[src/rtl/ias_pkg.sv]
// Shared definitions for the IAS controller slice: commit-buffer state
// encodings and the default result width.
package ias_pkg;

    localparam int IAS_DATA_W = 32;

    // Encoding 2'd3 is unused and decodes as idle.
    typedef enum logic [1:0] {
        CB_IDLE = 2'd0,
        CB_ACK  = 2'd1,
        CB_HOLD = 2'd2
    } cb_state_e;

endpackage

[src/rtl/ias_commit_fifo.sv]
// Register-based FIFO holding committed results; freeze stalls every update.
module ias_commit_fifo
    import ias_pkg::*;
#(
    parameter int DATA_W = IAS_DATA_W,
    parameter int DEPTH  = 4
) (
    input  logic                     clk,
    input  logic                     reset,
    input  logic                     freeze_i,
    input  logic                     push_i,
    input  logic [DATA_W-1:0]        data_i,
    input  logic                     pop_i,
    output logic [DATA_W-1:0]        data_o,
    output logic [$clog2(DEPTH):0]   count_o,
    output logic                     full_o,
    output logic                     empty_o
);

    localparam int AW = $clog2(DEPTH);
    localparam int CW = AW + 1;
    localparam logic [CW-1:0] FULL_CNT = CW'(DEPTH);

    logic [DATA_W-1:0] mem_q [DEPTH];
    logic [AW-1:0]     wr_ptr_q;
    logic [AW-1:0]     rd_ptr_q;
    logic [CW-1:0]     count_q;
    logic              do_push;
    logic              do_pop;

    assign full_o  = (count_q == FULL_CNT);
    assign empty_o = (count_q == '0);
    assign do_push = push_i & ~full_o & ~freeze_i;
    assign do_pop  = pop_i & ~empty_o & ~freeze_i;

    always_ff @(posedge clk) begin
        if (reset) begin
            for (int i = 0; i < DEPTH; i++) begin
                mem_q[i] <= '0;
            end
            wr_ptr_q <= '0;
            rd_ptr_q <= '0;
            count_q  <= '0;
        end else begin
            if (do_push) begin
                mem_q[wr_ptr_q] <= data_i;
                wr_ptr_q        <= wr_ptr_q + AW'(1);
            end
            if (do_pop) begin
                rd_ptr_q <= rd_ptr_q + AW'(1);
            end
            case ({do_push, do_pop})
                2'b10:   count_q <= count_q + CW'(1);
                2'b01:   count_q <= count_q - CW'(1);
                default: count_q <= count_q;
            endcase
        end
    end

    assign data_o  = mem_q[rd_ptr_q];
    assign count_o = count_q;

endmodule

[src/rtl/ias_commit_buf.sv]
// Commit buffer: captures controller results with a one-cycle ack handshake
// and queues them for a valid/ready consumer; scan enable freezes everything.
module ias_commit_buf
    import ias_pkg::*;
#(
    parameter int DATA_W = IAS_DATA_W,
    parameter int DEPTH  = 4,
    parameter int CNT_W  = 16
) (
    input  logic                     clk,
    input  logic                     reset,
    input  logic                     sen,
    input  logic                     op_commit,
    input  logic [DATA_W-1:0]        res_data,
    output logic                     commit_ack,
    output logic                     out_val,
    input  logic                     out_rdy,
    output logic [DATA_W-1:0]        out_data,
    output logic [$clog2(DEPTH):0]   count,
    output logic [CNT_W-1:0]         commit_cnt
);

    cb_state_e         state_q;
    logic [CNT_W-1:0]  commit_cnt_q;
    logic              in_idle;
    logic              full;
    logic              empty;
    logic              push;
    logic              pop;

    assign in_idle    = (state_q != CB_ACK) && (state_q != CB_HOLD);
    // Full is judged before this cycle's pop, so a pop never frees a slot same-cycle.
    assign push       = in_idle & op_commit & ~full & ~sen;
    assign out_val    = ~empty & ~sen;
    assign pop        = out_val & out_rdy;
    assign commit_ack = (state_q == CB_ACK) & ~sen;

    always_ff @(posedge clk) begin
        if (reset) begin
            state_q      <= CB_IDLE;
            commit_cnt_q <= '0;
        end else if (!sen) begin
            case (state_q)
                CB_ACK:  state_q <= op_commit ? CB_HOLD : CB_IDLE;
                CB_HOLD: state_q <= op_commit ? CB_HOLD : CB_IDLE;
                default: state_q <= push ? CB_ACK : CB_IDLE;
            endcase
            if (push) begin
                commit_cnt_q <= commit_cnt_q + CNT_W'(1);
            end
        end
    end

    assign commit_cnt = commit_cnt_q;

    ias_commit_fifo #(
        .DATA_W (DATA_W),
        .DEPTH  (DEPTH)
    ) u_fifo (
        .clk      (clk),
        .reset    (reset),
        .freeze_i (sen),
        .push_i   (push),
        .data_i   (res_data),
        .pop_i    (pop),
        .data_o   (out_data),
        .count_o  (count),
        .full_o   (full),
        .empty_o  (empty)
    );

endmodule

[config.mk]
export PLATFORM = sky130hd
export DESIGN_NAME = ias_commit_buf
export DESIGN_NICKNAME = d
export VERILOG_FILES = /design/src/rtl/ias_pkg.sv /design/src/rtl/ias_commit_fifo.sv /design/src/rtl/ias_commit_buf.sv
export SDC_FILE = /design/constraint.sdc
export NUM_CORES = 1
export LEC_CHECK = 0
export ABC_AREA = 0
export CAP_MARGIN = 20
export CORE_UTILIZATION = 63
export CTS_CLUSTER_SIZE = 20
export DETAILED_ROUTE_END_ITERATION = 7
export DONT_BUFFER_PORTS = 1
export HOLD_SLACK_MARGIN = 0.1
export PLACE_DENSITY_LB_ADDON = 0.05
export SLEW_MARGIN = 30
export SYNTH_ARGS = -nofsm -noshare
export SYNTH_HDL_FRONTEND = slang
export SYNTH_SLANG_ARGS = --single-unit
[constraint.sdc]
create_clock -name clk -period 4.5 [get_ports clk]
set_input_delay 1.35 -clock clk [delete_from_list [all_inputs] [get_ports clk]]
set_output_delay 1.35 -clock clk [all_outputs]
set_load 0.01 [all_outputs]
* Word-level counts from Yosys, hierarchy flattened
Memories as Yosys holds them, arrays and structs flattened. A register that Yosys moved wholly into a read port is not among the register bits.
Index checks and enable logic that the tools add are counted.
Widths: inputs -> output; s select.
** Cells by class
- Add/subtract/negate cells :: 5
- Equality and inequality tests :: 7
- Mux-type cells :: 14
- Bitwise logic cells :: 13
- Reduce and logical (&&, ||, !) cells :: 6
** Operators by type and width (count)
- $mux 32 :: 1
- $reduce_or 32->1 :: 1
- $add 16x1->16 const B :: 1
- $and 1x1->1 :: 10
- $mux 2 :: 5
- $mux 1 :: 7
- $pmux 3 s2 :: 1
- $add 2x1->2 const B :: 2
- $eq 2x1->1 const B :: 2
- $eq 2x2->1 const B :: 2
- $add 3x1->3 const B :: 1
- $eq 3x3->1 const B :: 1
- $logic_not 3->1 :: 1
- $not 1->1 :: 3
- $sub 3x1->3 const B :: 1
- $ne 2x1->1 const B :: 1
- $ne 2x2->1 const B :: 1
- $reduce_and 2->1 :: 1
- $reduce_bool 2->1 :: 1
- $reduce_or 2->1 :: 1
- $logic_and 1x1->1 :: 1
** Storage, ports and cells
- Register bits :: 25
- Memory bits (writable) :: 128
- Input port bits :: 37
- Output and inout port bits :: 53
- Logic and storage cells :: 51
- Memories :: 1
** Memories
- u_fifo.mem_q :: words 4, width 32, rd ports 1, clocked after memory_dff 1, write ports 4, line ias_commit_fifo.sv:24 : logic [DATA_W-1:0] mem_q [DEPTH];

* Logic depth before layout (Yosys ltp)
Gate-level depths: netlist (run 1).
- Depth in word-level cells :: 12
- Mapped depth :: 11
- Depth with buffers taken out :: 11

* Modules after synthesis
Synthesis (run 1) repeated with hierarchy kept, for this count alone.
** Second synthesis, totals
- Cell total of the unflattened synthesis :: 469
- Area, all modules :: 6830.3 µm²
** Modules (own cells, without submodules)
- ias_commit_fifo :: times used 1, cells each 371, area each 5990.7 µm², sequential area each 4023.9 µm²
- ias_commit_buf :: times used 1, cells each 98, area each 839.6 µm², sequential area each 360.3 µm²

* Worst setup path after synthesis (run 1)
OpenSTA, ideal clock, no wires.
- Path type :: input-to-reg
- Start point :: input sen
- End point :: memory u_fifo.mem_q[1][0] (netlist name) (enable)
- Library setup time :: 0.428 ns
- Arrival time :: 3.356 ns
- Required time :: 4.072 ns
- Setup slack :: 0.716 ns
- Cell stages on the path :: 4
- Path buffers :: 1
- Path through :: buf_6 > and3b_1 > nand3_1 > o21bai_1
** RTL lines
- from (decl) :: line ias_commit_buf.sv:12 : input logic sen,
- to (decl) :: line ias_commit_fifo.sv:24

==> impl_metrics.toml, run 1 <==
[run_status]
status = "finished clean"

[place]
dp_hpwl_mm = 7.46
dpl_cell_area_mm2 = 0.00693
io_buffer_count = 0
gp_congestion = 0.731
place_inst = 574

[synth]
ys.flop_type = "edfxtp_1"
syn_nets = 498
avgSynthCellArea_um2 = 14.8
ys_warn_count = 0
synth_cell_types = 39
synth_seq_area_share_pct = 65.0
synth-seq-cells = 155
async_flop_share_pct = 0
syn_inst = 457
synth_edf_count = 128
synthesis.area_mm2 = 0.00674

[cts]
cts_resized = 0
cts_max_level = 4
insertion_delay_ns = 0.52
cts_tree = "yes"
clock_sinks = 155
clk_pin_slew_ns = 0.06
numCtsBuffers = 17
clockBufferDepth = 2
post-cts-setup-buffers = 0
cts-root-buf = "clkbuf_8"
cts_hold_buf = 0

[drt]
drtAntennaViolNets = 0
routed_wirelength_mm = 12.4
via_count = 3563
wl_per_cell_um = 20.4
drcViolationCount = 0
first_pass_iters = 5
first_iter_violations = 169
via_per_inst = 5.88

[sta]
finalHoldViolCount = 0
min_period_ns = 3.49
tightest_slew_ns = 0.872
post-route-period-util_pct = 77.5
relSlewSlack_pct = 41.9
rsz0062_at_grt = "no"
fin_tns_setup_ns = 0
holdWs_ns = 0.487
fmax_mhz = 287
maxSlewViolCount = 0
skew_ns = 0.00828
setup_viol = 0

[floorplanning]
die_x_um = 105
rows = 37
ioPinCount = 90
core_mm2 = 0.0104
start_util_pct = 65.0
die-area_mm2 = 0.0111
die_h_um = 105

[layout]
drive_gt1_share_pct = 17.0
fillCellCount = 688
fin_area_mm2 = 0.00748
seq_area_mm2 = 0.00439
final_core_util_pct = 72.1
multiInputGateArea_mm2 = 0.00227
antenna-diode-count = 0
final_cell_mix = "128 x and2_1, 128 x edfxtp_1, 32 x mux4_2"
area_growth_pct = 10.9
stdcell_count = 606
layout.nets = 498

[setup_path]
cp-start-kind = "flop"
crit_fanout = 16
required_ns = 3.15
cp.arrival_ns = 2.14
crit_type = "flop to primary output"
cp-end-kind = "primary output"

[global_route]
first_global_vias = 3830
antenna_found_initial = 0
grt_usage_pct = 24.4
grt_pass1_wl_mm = 19.7
grt_max_degree = 34
overflow = 0

[run]
cap_violations = 0

[power]
power_density_mw_per_mm2 = 423
ir_worst_vdd_uv = 251
leakagePower_uw = 0.00260

[min_path]
min-delay-path-class = "flop to flop"
==> logic make-up after synthesis <==
family / synth area share [%]
multiplexers: 10.7
AO/OA/AOI/OAI: 2.19
AND/OR/NAND/NOR: 17.7
adder cells (fa/ha/maj): 0.854
XOR/XNOR: 1.56
flip-flops: 65.0
buffers and inverters: 2.02
==> worst paths after layout <==
kind / start / endpoint / slack, ns / depth (start not counted)
worst min register to register: state_q[0]$_SDFFE_PP0N_ / state_q[0]$_SDFFE_PP0N_ / 0.49 / 2
worst max-delay path: flop / out_data[6] / 1.01 / 2
worst min-delay path: state_q[0]$_SDFFE_PP0N_ / state_q[0]$_SDFFE_PP0N_ / 0.49 / 2
worst max register to register: u_fifo.count_o[2]$_SDFFE_PP0P_ / u_fifo.count_o[2]$_SDFFE_PP0P_ / 1.80 / 9
==> where the power goes <==
group	switching (µW)	leakage, µW	total [µW]	internal, µW
Clock	536	0.000259	1320	781
Sequential	34.9	0.00154	1660	1620
Combinational	108	0.000802	191	83.4
==> synthesized netlist by cell type (2+ instances only) <==
library cell | number | area, µm²
nor2_1 | 17 | 63.8
xor2_1 | 4 | 35.0
o21ai_0 | 10 | 50.1
ha_1 | 3 | 37.5
nand3_1 | 8 | 40.0
dfxtp_1 | 27 | 541
nor4_2 | 2 | 25.0
a21oi_1 | 13 | 65.1
xnor2_1 | 8 | 70.1
or3_1 | 10 | 62.6
nor3_1 | 4 | 20.0
edfxtp_1 | 128 | 3840
a31o_2 | 2 | 17.5
clkbuf_1 | 20 | 75.1
buf_2 | 3 | 15.0
nand2_1 | 7 | 26.3
and4_1 | 3 | 26.3
inv_1 | 7 | 26.3
mux4_2 | 32 | 721
and2_1 | 128 | 801
nand4_1 | 3 | 18.8
==> through the flow <==
| stage | total power [µW] | setup WS (ns) |
|---|---|---|
| floorplan | 1830 | 0.716 |
| CTS | 3190 | 0.913 |
| global route | 3270 | 0.814 |
| detailed placement | 1880 | 1.14 |
| finish | 3170 | 1.01 |
| global placement | 1870 | 1.25 |
==> sequential cells by signal (all words and copies together) (netlist names), named ones only <==
| signal | count |
|---|---|
| u_fifo.rd_ptr_q | 2 |
| u_fifo.wr_ptr_q | 2 |
| u_fifo.mem_q | 128 |
| u_fifo.count_o | 3 |
| state_q | 2 |
| commit_cnt | 16 |
==> layout make-up <==
cell class | instances | area share (%)
sequential | 155 | 58.7
multi-input combinational | 269 | 30.4
clock buffer | 19 | 5.64
tap | 136 | 2.28
clock inverter | 13 | 1.69
timing repair buffer | 7 | 0.971
inverter | 7 | 0.351
==> worst max-delay path, stage by stage, from the launching register on <==
cell and delay [ns]:
dfxtp_2 0.69, buf_4 0.35, mux4_2 0.58
==> layer usage <==
| layer | share of wire (%) | wire length, µm | global-route usage, % |
|---|---|---|---|
| met1 | 38 | 4700 | 28.2 |
| met2 | 54 | 6640 | 42.6 |
| met3 | 7.2 | 892 | 7.30 |
| met4 | 1.1 | 136 | 9.46 |
| met5 | 0 | 0 | 0 |
Power figures use the tool's default switching activity.
==> inputs of run 2 (changes only) <==
Clock period 4.5 ns to 3.4 ns, I/O delays scaled along.
==> run 2 against run 1 <==
Utilization increased by 0.49 points. Sequential cell count did not move. Clock power increased by 33%. Die area is the same. Via count is 2.0% higher. Combinational power increased by 40%. Cell area rose by 0.69%. Sequential power grew 31%. Cell count rose by 0.83%. Routed wire length increased by 1.7%. Largest cell class unchanged.
==> impl_metrics.toml, run 2 (synthesis gave the netlist of run 1 again) <==
[run_status]
status = "finished clean"

[sta]
post-route-period-util_pct = 87.6
setup_viol = 0
fin_tns_setup_ns = 0
relSlewSlack_pct = 39.5
fmax_mhz = 336
tightest_slew_ns = 0.907
skew_ns = 0.0106
finalHoldViolCount = 0
maxSlewViolCount = 0
layout_setup_ws_ns = 0.422
rsz0062_at_grt = "no"
min_period_ns = 2.98

[setup_path]
crit_slowest_cell = "dfxtp_2"
r2r_start = "u_fifo.count_o[2]$_SDFFE_PP0P_"
cpLargestDelayFamily = "flip-flops"
required_ns = 2.38
crit_fanout = 32
reg2regPathDepth = 9
cp.arrival_ns = 1.96
cp-start-kind = "flop"
worst-path-buf-inv = 0
crit_type = "flop to primary output"
cpPeakStageDelay_ns = 0.93
path_cells = "mux4_2"
cp-end-kind = "primary output"
timing.rr.end = "u_fifo.count_o[2]$_SDFFE_PP0P_"
r2r_slack_ns = 0.67

[cts]
clk_pin_slew_ns = 0.07
cts_resized = 0
insertion_delay_ns = 0.53
numCtsBuffers = 17
clockBufferDepth = 2
cts-root-buf = "clkbuf_8"
clock_sinks = 155
cts_max_level = 4
cts_hold_buf = 0
post-cts-setup-buffers = 0
cts_tree = "yes"

[layout]
antenna-diode-count = 0
final_cell_mix = "128 x and2_1, 128 x edfxtp_1, 32 x mux4_2"
layout.nets = 503
area_growth_pct = 11.7
fillCellCount = 677
largest_register = "u_fifo.mem_q"
largest_register_ffs = 128
final_core_util_pct = 72.6
drive_gt1_share_pct = 17.7

[min_path]
min-delay-path-class = "flop to flop"
holdPathEnd = "state_q[0]$_SDFFE_PP0N_"
hold_start = "state_q[0]$_SDFFE_PP0N_"
hold_depth = 2

[place]
dp_hpwl_mm = 7.54
gp_congestion = 0.733
io_buffer_count = 0
place_ws_ns = 0.535

[drt]
drcViolationCount = 0
drtAntennaViolNets = 0
first_iter_violations = 175
via_per_inst = 5.95
via_count = 3633
first_pass_iters = 5
wl_per_cell_um = 20.6
routed_wirelength_mm = 12.6

[power]
ir_worst_vdd_uv = 316
power_density_mw_per_mm2 = 560
leakagePower_uw = 0.00264

[floorplanning]
ioPinCount = 90
die-area_mm2 = 0.0111
core_mm2 = 0.0104
start_util_pct = 65.0
die_h_um = 105
rows = 37
die_x_um = 105

[global_route]
grt_pass1_wl_mm = 20.1
antenna_found_initial = 0
grt_usage_pct = 24.9
grt_max_degree = 34
overflow = 0
first_global_vias = 3707

[run]
cap_violations = 0
-- run 2: final cells by class --
cell class	instances	area, µm²	area share, %
repair buffers	12	140	1.86
flip-flops and latches	155	4390	58.3
clock buffers	19	422	5.60
inverters	7	26.3	0.349
clock inverters	13	128	1.70
well taps	136	170	2.26
multi-input cells	269	2250	30.0
-- run 2: stage by stage --
step           hold slack, ns  cells  power [µW]  cell area, µm²
5_1_grt                 0.530    611        4340            7530
4_1_cts                 0.497    611        4230            7530
3_3_place_gp            0.492    579        2490            6980
2_1_floorplan           0.448    457        2420            6750
3_5_place_dp            0.487    579        2500            6980
6_report                0.495    611        4210            7530
-- run 2: power by group --
group          leakage, µW  internal [µW]  switching, µW
sequential         0.00154           2150           39.8
clock             0.000264           1030            726
combinational     0.000832            117            152
-- run 2: how the worst max path moves through the flow --
stage / start / depth (start not counted) / slack, ns / to
2_1_floorplan: sen / 6 / 0.57 / u_fifo.mem_q[0][0]$_SDFFCE_PN0P_
3_3_place_gp: sen / 9 / 0.63 / u_fifo.count_o[2]$_SDFFE_PP0P_
3_5_place_dp: sen / 9 / 0.53 / u_fifo.count_o[2]$_SDFFE_PP0P_
4_1_cts: flop / 1 / 0.39 / out_data[0]
5_1_grt: flop / 1 / 0.34 / out_data[0]
6_report: flop / 1 / 0.42 / out_data[0]
-- run 2: routing by layer --
layer	vias up	track usage (%)	part of all wire, %
met1	1812	29.2	40
li1	1684	-	-
met5	-	0	0
met4	0	9.26	1.2
met2	121	42.6	53
met3	16	8.41	6.0
==> inputs of run 3 (changes only) <==
Settings changed: CORE_MARGIN from default to 10, PLACE_DENSITY from default to 0.91, PLACE_DENSITY_LB_ADDON 0.05 to default.
==> run 3 against run 2 <==
Worst setup slack got worse by 0.028 ns. Global-route usage fell by 6.0 points. Hold slack got worse by 0.0072 ns. Total power fell by 0.27%. Via count rose by 0.74%. Combinational power barely moved. Clock power barely moved. Sequential cell count did not move. Maximum frequency fell by 0.93%. Register-to-register slack improved by 0.08 ns. Largest power group unchanged.
==> impl_metrics.toml, run 3 (synthesis gave the netlist of run 1 again) <==
[sta]
setup_viol = 0
finalHoldViolCount = 0
holdWs_ns = 0.488
skew_ns = 0.00727
post-route-period-util_pct = 88.4
fmax_mhz = 333
rsz0062_at_grt = "no"
maxSlewViolCount = 0
min_period_ns = 3.01
fin_tns_setup_ns = 0
relSlewSlack_pct = 62.1
tightest_slew_ns = 0.569

[layout]
area_growth_pct = 11.7
layout.nets = 502
drive_gt1_share_pct = 17.5
final_cell_mix = "128 x and2_1, 128 x edfxtp_1, 32 x mux4_2"
antenna-diode-count = 0
largest_register = "u_fifo.mem_q"
stdcell_count = 609
fin_area_mm2 = 0.00753
largest_register_ffs = 128

[global_route]
grt_pass1_wl_mm = 21.4
first_global_vias = 4004
overflow = 0
grt_max_degree = 34
antenna_found_initial = 0
grt_usage_pct = 18.9

[cts]
numCtsBuffers = 17
cts-root-buf = "clkbuf_8"
cts_tree = "yes"
clockBufferDepth = 2
post-cts-setup-buffers = 0
clk_pin_slew_ns = 0.06
cts_max_level = 4
clock_sinks = 155
cts_hold_buf = 0
insertion_delay_ns = 0.52
cts_resized = 0

[drt]
routed_wirelength_mm = 13.5
via_count = 3660
first_iter_violations = 349
drcViolationCount = 0
via_per_inst = 6.01
wl_per_cell_um = 22.2
first_pass_iters = 5
drtAntennaViolNets = 0

[floorplanning]
start_util_pct = 65.0
die_x_um = 123
rows = 37
die_h_um = 123
ioPinCount = 90
die-area_mm2 = 0.0152
core_mm2 = 0.0104

[power]
ir_worst_vdd_uv = 336
power_frac_seq_pct = 52.2
pwr-share-comb_pct = 6.4
p_sw_share_pct = 21.6
power_density_mw_per_mm2 = 558
power.switching_uw = 907
p_total_uw = 4200
leakagePower_uw = 0.00262
pwr-share-clk_pct = 41.5
intPower_uw = 3300

[place]
place_inst = 578
dpl_cell_area_mm2 = 0.00698
gp_congestion = 0.725
dp_hpwl_mm = 8.89
io_buffer_count = 0

[setup_path]
crit_fanout = 21
crit_type = "flop to primary output"
cp-start-kind = "flop"
cp-end-kind = "primary output"
r2r_start = "u_fifo.count_o[2]$_SDFFE_PP0P_"
cp.arrival_ns = 1.99
required_ns = 2.38

[min_path]
min-delay-path-class = "flop to flop"
hold_start = "state_q[0]$_SDFFE_PP0N_"

[run_status]
status = "finished clean"

[run]
cap_violations = 0
## run 3: power by group through the flow
stage	combinational (µW)	clock (µW)	sequential (µW)
floorplan	214	0	2210
global placement	267	0	2220
detailed placement	273	0	2230
CTS	274	1760	2190
global route	291	1850	2200
finish	268	1740	2190
## run 3: path summary, 6_finish.rpt
path,end,slack [ns],cells after the start
max,out_data[26],0.39,2
min,state_q[0]$_SDFFE_PP0N_,0.49,2
max reg2reg,u_fifo.count_o[2]$_SDFFE_PP0P_,0.75,9
min reg2reg,state_q[0]$_SDFFE_PP0N_,0.49,2
## run 3: layout make-up
cell class | count | area, µm²
clock inverters | 12 | 124
flip-flops and latches | 155 | 4390
multi-input cells | 269 | 2250
inverters | 7 | 26.3
fillers | 660 | 2840
clock buffers | 19 | 422
repair buffers | 11 | 145
well taps | 136 | 170
## run 3: metrics by stage
stage / worst slack (ns) / util (%)
2_1_floorplan: 0.565 / -
3_3_place_gp: 0.634 / 67.3
3_5_place_dp: 0.553 / 67.3
4_1_cts: 0.315 / 72.6
5_1_grt: 0.240 / 72.6
6_report: 0.394 / 72.6
## run 3: worst max-delay path, stage by stage (launching register included)
cell	delay [ns]
dfxtp_2	0.60
buf_12	0.27
mux4_2	0.59
## run 3: routing by layer
metal / track usage [%] / vias up / part of all wire, %
met5: 0 / - / 0
met2: 32.7 / 117 / 53
met3: 7.34 / 18 / 7.7
met4: 7.42 / 0 / 1.8
met1: 20.6 / 1853 / 37
li1: - / 1672 / -
